<file path="config.mk">
export PLATFORM = sky130hd
export DESIGN_NAME = axi_read_slave
export DESIGN_NICKNAME = d
export VERILOG_FILES = /design/src/rtl/axi_pkg.sv /design/src/rtl/axi_burst_addr_gen.sv /design/src/rtl/axi_read_slave.sv
export SDC_FILE = /design/constraint.sdc
export NUM_CORES = 1
export LEC_CHECK = 0
export BUFFER_PORTS_ARGS = -buffer_cell sky130_fd_sc_hd__buf_2
export CORE_MARGIN = 2
export CORE_UTILIZATION = 40
export CTS_BUF_LIST = sky130_fd_sc_hd__clkbuf_8 sky130_fd_sc_hd__clkbuf_16
export DETAILED_ROUTE_END_ITERATION = 8
export PLACE_DENSITY = 0.75
export SLEW_MARGIN = 0
export SYNTH_ARGS = -nofsm -noshare
export SYNTH_HDL_FRONTEND = slang
export SYNTH_SLANG_ARGS = --single-unit
</file>
<file path="constraint.sdc">
create_clock -name clk -period 9.2 [get_ports clk]
set_clock_uncertainty 0.1 [all_clocks]
set_input_delay 1.38 -clock clk [delete_from_list [all_inputs] [get_ports clk]]
set_output_delay 1.38 -clock clk [all_outputs]
set_load 0.05 [all_outputs]
</file>
<file path="src/rtl/axi_pkg.sv">
// Shared AXI encodings and FSM state type.
// Used by the read slave and the burst address generator.
package axi_pkg;

  typedef enum logic [1:0] {
    BURST_FIXED = 2'b00,
    BURST_INCR  = 2'b01,
    BURST_WRAP  = 2'b10,
    BURST_RSVD  = 2'b11
  } burst_e;

  typedef enum logic [1:0] {
    RESP_OKAY   = 2'b00,
    RESP_SLVERR = 2'b10
  } resp_e;

  typedef enum logic [1:0] {
    ST_IDLE,
    ST_FETCH,
    ST_RESP
  } state_e;

  // WRAP bursts are only legal with 2, 4, 8 or 16 beats
  function automatic logic wrap_len_ok(
    input logic [7:0] len
  );
    return len inside {8'd1, 8'd3, 8'd7, 8'd15};
  endfunction

endpackage

</file>
<file path="src/rtl/axi_burst_addr_gen.sv">
// Combinational next-beat address for FIXED/INCR/WRAP bursts.
// Shared between the read and write channel slaves.
module axi_burst_addr_gen
  import axi_pkg::*;
#(
  parameter int AW = 32
) (
  input  logic [AW-1:0] addr_i,
  input  logic [2:0]    size_i,
  input  logic [7:0]    len_i,
  input  logic [1:0]    burst_i,
  output logic [AW-1:0] next_o
);

  logic [AW-1:0] step;
  logic [AW-1:0] mask;
  logic [AW-1:0] incr;

  // Step to the next beat; wrap stays inside the burst-sized window
  always_comb begin
    step   = AW'(1) << size_i;
    mask   = ((AW'(len_i) + AW'(1)) << size_i) - AW'(1);
    incr   = addr_i + step;
    next_o = addr_i;
    unique case (burst_i)
      BURST_INCR:
        next_o = (addr_i & ~(step - AW'(1))) + step;
      BURST_WRAP:
        next_o = (addr_i & ~mask) | (incr & mask);
      default:
        next_o = addr_i;
    endcase
  end

endmodule

</file>
<file path="src/rtl/axi_read_slave.sv">
// AXI4 read responder: one burst at a time, one beat per
// FETCH/RESP pair from a single-cycle-latency backend.
module axi_read_slave
  import axi_pkg::*;
#(
  parameter int IDW = 12,
  parameter int AW  = 32,
  parameter int DW  = 64
) (
  input  logic           clk,
  input  logic           resetn,
  input  logic [IDW-1:0] s_axi_arid,
  input  logic [AW-1:0]  s_axi_araddr,
  input  logic [7:0]     s_axi_arlen,
  input  logic [2:0]     s_axi_arsize,
  input  logic [1:0]     s_axi_arburst,
  input  logic           s_axi_arvalid,
  output logic           s_axi_arready,
  output logic [IDW-1:0] s_axi_rid,
  output logic [DW-1:0]  s_axi_rdata,
  output logic [1:0]     s_axi_rresp,
  output logic           s_axi_rlast,
  output logic           s_axi_rvalid,
  input  logic           s_axi_rready,
  output logic           mem_en,
  output logic [AW-1:0]  mem_addr,
  input  logic [DW-1:0]  mem_rdata,
  input  logic           mem_err
);

  localparam int MAXSZ = $clog2(DW / 8);

  state_e         state_q, state_d;
  logic           arready_q, arready_d;
  logic [IDW-1:0] id_q, id_d;
  logic [AW-1:0]  addr_q, addr_d;
  logic [7:0]     len_q, len_d;
  logic [2:0]     size_q, size_d;
  logic [1:0]     burst_q, burst_d;
  logic [7:0]     cnt_q, cnt_d;
  logic           err_q, err_d;
  logic           first_q, first_d;
  logic [DW-1:0]  rdata_q, rdata_d;
  logic [1:0]     rresp_q, rresp_d;

  logic [AW-1:0]  next_addr;
  logic           ar_err;
  logic [DW-1:0]  beat_data;
  logic [1:0]     beat_resp;

  axi_burst_addr_gen #(
    .AW (AW)
  ) u_addr_gen (
    .addr_i  (addr_q),
    .size_i  (size_q),
    .len_i   (len_q),
    .burst_i (burst_q),
    .next_o  (next_addr)
  );

  // Illegal size, reserved burst or bad wrap length
  always_comb begin
    ar_err = (s_axi_arsize > 3'(MAXSZ))
          || (s_axi_arburst == BURST_RSVD)
          || ((s_axi_arburst == BURST_WRAP)
              && !wrap_len_ok(s_axi_arlen));
  end

  // Backend data arrives in the first RESP cycle; held after
  always_comb begin
    beat_data = err_q ? '0 : mem_rdata;
    beat_resp = (err_q || mem_err) ? RESP_SLVERR
                                   : RESP_OKAY;
  end

  // Next-state and datapath update
  always_comb begin
    state_d   = state_q;
    arready_d = arready_q;
    id_d      = id_q;
    addr_d    = addr_q;
    len_d     = len_q;
    size_d    = size_q;
    burst_d   = burst_q;
    cnt_d     = cnt_q;
    err_d     = err_q;
    first_d   = 1'b0;
    rdata_d   = rdata_q;
    rresp_d   = rresp_q;
    if (first_q) begin
      rdata_d = beat_data;
      rresp_d = beat_resp;
    end
    unique case (state_q)
      ST_IDLE: begin
        arready_d = 1'b1;
        if (s_axi_arvalid && arready_q) begin
          id_d      = s_axi_arid;
          addr_d    = s_axi_araddr;
          len_d     = s_axi_arlen;
          size_d    = s_axi_arsize;
          burst_d   = s_axi_arburst;
          cnt_d     = s_axi_arlen;
          err_d     = ar_err;
          arready_d = 1'b0;
          state_d   = ST_FETCH;
        end
      end
      ST_FETCH: begin
        first_d = 1'b1;
        state_d = ST_RESP;
      end
      ST_RESP: begin
        if (s_axi_rready) begin
          if (cnt_q == 8'd0) begin
            arready_d = 1'b1;
            state_d   = ST_IDLE;
          end else begin
            cnt_d   = cnt_q - 8'd1;
            addr_d  = next_addr;
            state_d = ST_FETCH;
          end
        end
      end
      default: begin
        arready_d = 1'b0;
        state_d   = ST_IDLE;
      end
    endcase
  end

  // State and datapath registers
  always_ff @(posedge clk or negedge resetn) begin
    if (!resetn) begin
      state_q   <= ST_IDLE;
      arready_q <= 1'b0;
      id_q      <= '0;
      addr_q    <= '0;
      len_q     <= '0;
      size_q    <= '0;
      burst_q   <= '0;
      cnt_q     <= '0;
      err_q     <= 1'b0;
      first_q   <= 1'b0;
      rdata_q   <= '0;
      rresp_q   <= '0;
    end else begin
      state_q   <= state_d;
      arready_q <= arready_d;
      id_q      <= id_d;
      addr_q    <= addr_d;
      len_q     <= len_d;
      size_q    <= size_d;
      burst_q   <= burst_d;
      cnt_q     <= cnt_d;
      err_q     <= err_d;
      first_q   <= first_d;
      rdata_q   <= rdata_d;
      rresp_q   <= rresp_d;
    end
  end

  // Port outputs
  always_comb begin
    s_axi_arready = arready_q;
    s_axi_rvalid  = (state_q == ST_RESP);
    s_axi_rlast   = (state_q == ST_RESP)
                 && (cnt_q == 8'd0);
    s_axi_rid     = id_q;
    s_axi_rdata   = first_q ? beat_data : rdata_q;
    s_axi_rresp   = first_q ? beat_resp : rresp_q;
    mem_en        = (state_q == ST_FETCH) && !err_q;
    mem_addr      = addr_q;
  end

endmodule

</file>
# After elaboration in Yosys (flattened, before gate mapping)
# Index checks and enable logic that the tools add are counted.
[word_totals]
out_inout_bits = 114
word_cells = 83
ff_bits = 136
input_bits = 126
[classes]
magnitude_cmp = 1
n_reduce_logical = 18
shift = 2
addsub = 6
muxes = 22
n_eq_ne = 15
bitwise_logic = 7
[ops]
columns = ["operator", "n"]
rows = [
  ["2-to-1 mux 64 bit", 2],
  ["one-hot mux 32 bit (2 select lines)", 2],
  ["bitwise AND 32 bit", 3],
  ["2-to-1 mux 32 bit", 3],
  ["adder 32 bit", 2],
  ["inverter 32 bit", 2],
  ["subtractor 32 x 1 -> 32 bit, second input constant", 2],
  ["bitwise OR 32 bit", 1],
  ["<< shifter 1 x 3 -> 32 bit, first input constant", 1],
  ["<< shifter 32 x 3 -> 32 bit", 1],
  ["2-to-1 mux 8 bit", 3],
  ["one-hot mux 8 bit (2 select lines)", 1],
  ["adder 8 x 1 -> 9 bit, second input constant", 1],
  ["== test 2 bit, second input constant", 4],
  ["== test 8 x 1 -> 1 bit, second input constant", 1],
  ["== test 8 x 2 -> 1 bit, second input constant", 1],
  ["== test 8 x 3 -> 1 bit, second input constant", 1],
  ["== test 8 x 4 -> 1 bit, second input constant", 1],
  ["logical NOT 8 bit", 1],
  ["2-to-1 mux 2 bit", 4],
  ["subtractor 8 x 1 -> 8 bit, second input constant", 1],
  ["one-hot mux 2 bit (3 select lines)", 1],
  ["2-to-1 mux 1 bit", 5],
  ["AND reduction 5 bit", 1],
  ["other kinds (16)", 26],
]

# Logic depth before layout (Yosys ltp)
[logic_depth]
ltp_word = 10
ltp_mapped = 18
ltp_nobuf = 15

# Cells and area by module
# Synthesis repeated with hierarchy kept, for this count alone.
[unflattened]
hier_cells = 1237
hier_area_um2 = 9479.1
[by_module_without_submodules]
columns = ["module", "seq_area_each_um2", "area_each_um2", "cells_per_inst", "n_inst"]
rows = [
  ["axi_read_slave", 3403.3, 5733.0, 645, 1],
  ["axi_burst_addr_gen", 0.0, 3746.1, 592, 1],
]

# Least setup slack after synthesis
# OpenSTA, ideal clock, no wires.
[synth_path]
path_type = "reg-to-reg"
startpoint = "register size_q[2]"
endpoint = "register (tool-made name)"
stages_incl_launch_ff = 13
synth_period_minus_slack_ns = 3.788
n_path_buf = 4
required_time_ns = 8.974
setup_ns = 0.126
arrival_time_ns = 3.562
path_slack_ns = 5.412
cell_sequence = "dfrtp_1 > clkbuf_1 > buf_1 > clkbuf_1 > nor3_1 > ha_1 > clkbuf_1 > o311ai_1 > a31oi_1 > o311a_1 > o311ai_0 > o22ai_1 > o311a_1"
[synth_lines]
columns = ["element", "line", "text"]
rows = [
  ["start, declared", "axi_read_slave.sv:38", "logic [2:0] size_q, size_d;"],
  ["start signal, assigned", "axi_read_slave.sv:153", "size_q <= size_d;"],
]

==> qor.csv <==
metric,value,unit
worst_path_max_delay_cell,o311ai_0,
rsz0062_at_grt,false,
synth_largest_area_cell,dfrtp_1,
worst_path_dominant_cell_family,compound AO/OA/AOI/OAI gates,
clkPwrFrac,14.7,%
required,9.41,ns
setup_violations,0,
hold_class,reg -> reg,
reg2reg_slack,4.77,ns
cpPeakStageDelay,1.04,ns
drt_first_pass_iters,5,
fp.dieH,154,microns
grt_pass1_wl,44600,microns
period_minus_slack,4.43,ns
netlist_area,9010,sq um
power_density,414,nW/um^2
power_switching,0.00250,W
synthCells,1121,
cts.repair.resized,0,
ys_warn_count,0,
grt_pass1_vias,8574,
ys.flop_type,dfrtp_1,
intPower,0.00204,W
ant_nets,0,
worst_pin_slew,1.22,ns
avgSynthCellArea,8.04,sq um
cp_cell_sequence,buf_4 > or2_2 > nor2_1 > ha_1 > ha_1 > o311ai_1 > a31oi_1 > o311a_1 > o311ai_0 > o22ai_1 > o311a_1,
antenna_cells,0,
insertion_delay,0.43,ns
synth.area.top_cells,"dfrtp_1, o21ai_0, nand2_1",
dieArea,23700,sq um
synth_common_cells,"nand2_1, o21ai_0, dfrtp_1",
fmax,0.226,GHz
drv_slew,0,
finalHoldViolCount,0,
drive_gt1_share,24.7,%
cts_max_path_buffers,2,
antenna_found_initial,0,
avgRoutedWirePerCell,17.1,microns
fin_setup_tns,0,ns
core,22000,sq um
end_kind,register,
crit_path_max_fanout,18,
io_buffers,239,
power_frac_comb,61.4,%
drcViolationCount,0,
power_switching_share,55.1,%
crit_buf_inv,1,
power.share.sequential,23.9,%
worst-setup-path-type,reg -> reg,
vias,9193,
place_congestion,0.958,
clkTransAtPathRegs,0.07,ns
die_w,154,microns
synth_top_area_share,37.8,%
p_leak,4.99,nW
post_cts_buffers,0,
p_total,0.00453,W
synth_edf_count,0,
nets,1465,
cts_tree,done,
final_util,49.9,%
initial_core_util,41.0,%
place_hpwl,20000,microns
numClockSinks,136,
ctsHoldBuffers,0,
cts_max_level,4,
cts-root-buf,clkbuf_16,
grt_overflow,0,
vias_per_cell,5.70,
ir_worst_vdd,0.179,mV
yosys_register_bits,136,
fin_crit_sh,48.2,%
wirelength,27700,microns
max_slew_margin,17.9,%
seq_area_frac_synth,37.8,%
syn-num-nets,1265,
fin_hold_ws,0.407,ns
drt_iter0_markers,927,
synthDistinctLibCells,80,
io_pins,240,
maxCapViolCount,0,
outcome,"complete, no violations",
synth_most_common_cell,nand2_1,
crit_arrival,4.64,ns
grt_max_degree,77,
syn2layout_area_growth,21.6,%
rows,54,
cts_buffers,17,
track_usage,23.1,%
ys_async_sr_fraction,100,%
startpoint_type,register,
-- cell usage in the layout, fill, tap and decap left out, types with 4 or more instances in the layout --
cell type	count
nor2_1	77
a221oi_1	8
o21ai_1	18
o211ai_1	11
ha_1	17
nand4_1	13
buf_4	12
nor2b_1	18
o22ai_1	11
inv_8	5
mux2_2	21
inv_1	91
a21o_1	7
o21a_1	6
and2_1	10
xnor2_1	29
clkinv_4	4
or3_1	8
xor2_1	14
nand3_1	23
dfrtp_1	136
a22oi_1	8
o21ai_0	137
inv_6	4
a31oi_1	20
a21oi_1	55
clkbuf_16	17
buf_2	238
nand2b_1	14
a211oi_1	12
or2_2	5
and3_1	14
nand2_1	143
and3b_1	6
nor3_1	28
o221ai_1	9
-- metrics by stage --
stage | area (sq um) | std cells | setup WS, ns
6_report | 11000 | 1614 | 4.77
3_5_place_dp | 10400 | 1582 | 4.89
5_1_grt | 11000 | 1614 | 4.52
2_1_floorplan | 9010 | 1121 | 5.41
4_1_cts | 11000 | 1614 | 4.88
3_3_place_gp | 10400 | 1582 | 4.96
-- power by group through the flow --
stage	clock network, W	logic [W]	registers (W)
after floorplan	0	0.00187	0.00130
after global placement	0	0.00271	0.00108
after detailed placement	0	0.00275	0.00109
after CTS	0.000684	0.00276	0.00108
after global routing	0.000715	0.00301	0.00112
final	0.000669	0.00278	0.00108
-- worst paths after layout --
path                         startpoint      endpoint  depth (start not counted)
min in group asynchronous        resetn   rdata_q[23]                          1
max reg2reg                   size_q[1]      register                         11
max                           size_q[1]      register                         11
max in group asynchronous        resetn   rdata_q[61]                          2
min                        s_axi_rid[8]  s_axi_rid[8]                          1
min reg2reg                s_axi_rid[8]  s_axi_rid[8]                          1
-- worst register-to-register path: stages (launching register included) --
cell	delay (ns)
dfrtp_1	0.60
buf_4	0.30
or2_2	0.18
nor2_1	0.08
ha_1	0.27
ha_1	0.35
o311ai_1	0.27
a31oi_1	0.17
o311a_1	0.41
o311ai_0	1.04
o22ai_1	0.22
o311a_1	0.34
-- logic make-up (layout without fill, tap and decap cells) --
logic type               count (synthesis)  in the layout  share of synthesized area [%]
AND/OR/NAND/NOR                        382            382                           20.5
AO/OA/AOI/OAI                          351            351                           24.3
buffers and inverters                  163            376                           7.11
flip-flops                             136            136                           37.8
XOR/XNOR                                43             43                           4.18
multiplexers                            25             25                           3.21
adder cells (fa/ha/maj)                 21             21                           2.92
-- per-layer routing --
| metal | up-vias | routed length [microns] | global-route usage, % |
|---|---|---|---|
| li1 | 4374 | - | - |
| met1 | 4327 | 11900 | 29.7 |
| met2 | 433 | 13200 | 38.7 |
| met3 | 59 | 1960 | 4.65 |
| met4 | 0 | 658 | 8.54 |
| met5 | - | 0 | 0 |
-- cell type report --
type | instances | area [sq um]
Timing Repair Buffer | 251 | 1290
Clock buffer | 17 | 425
Multi-Input combinational cell | 822 | 4980
Tap cell | 280 | 350
Clock inverter | 15 | 148
Inverter | 93 | 349
Sequential cell | 136 | 3400
Fill cell | 2126 | 11000
Power figures use the tool's default switching activity.
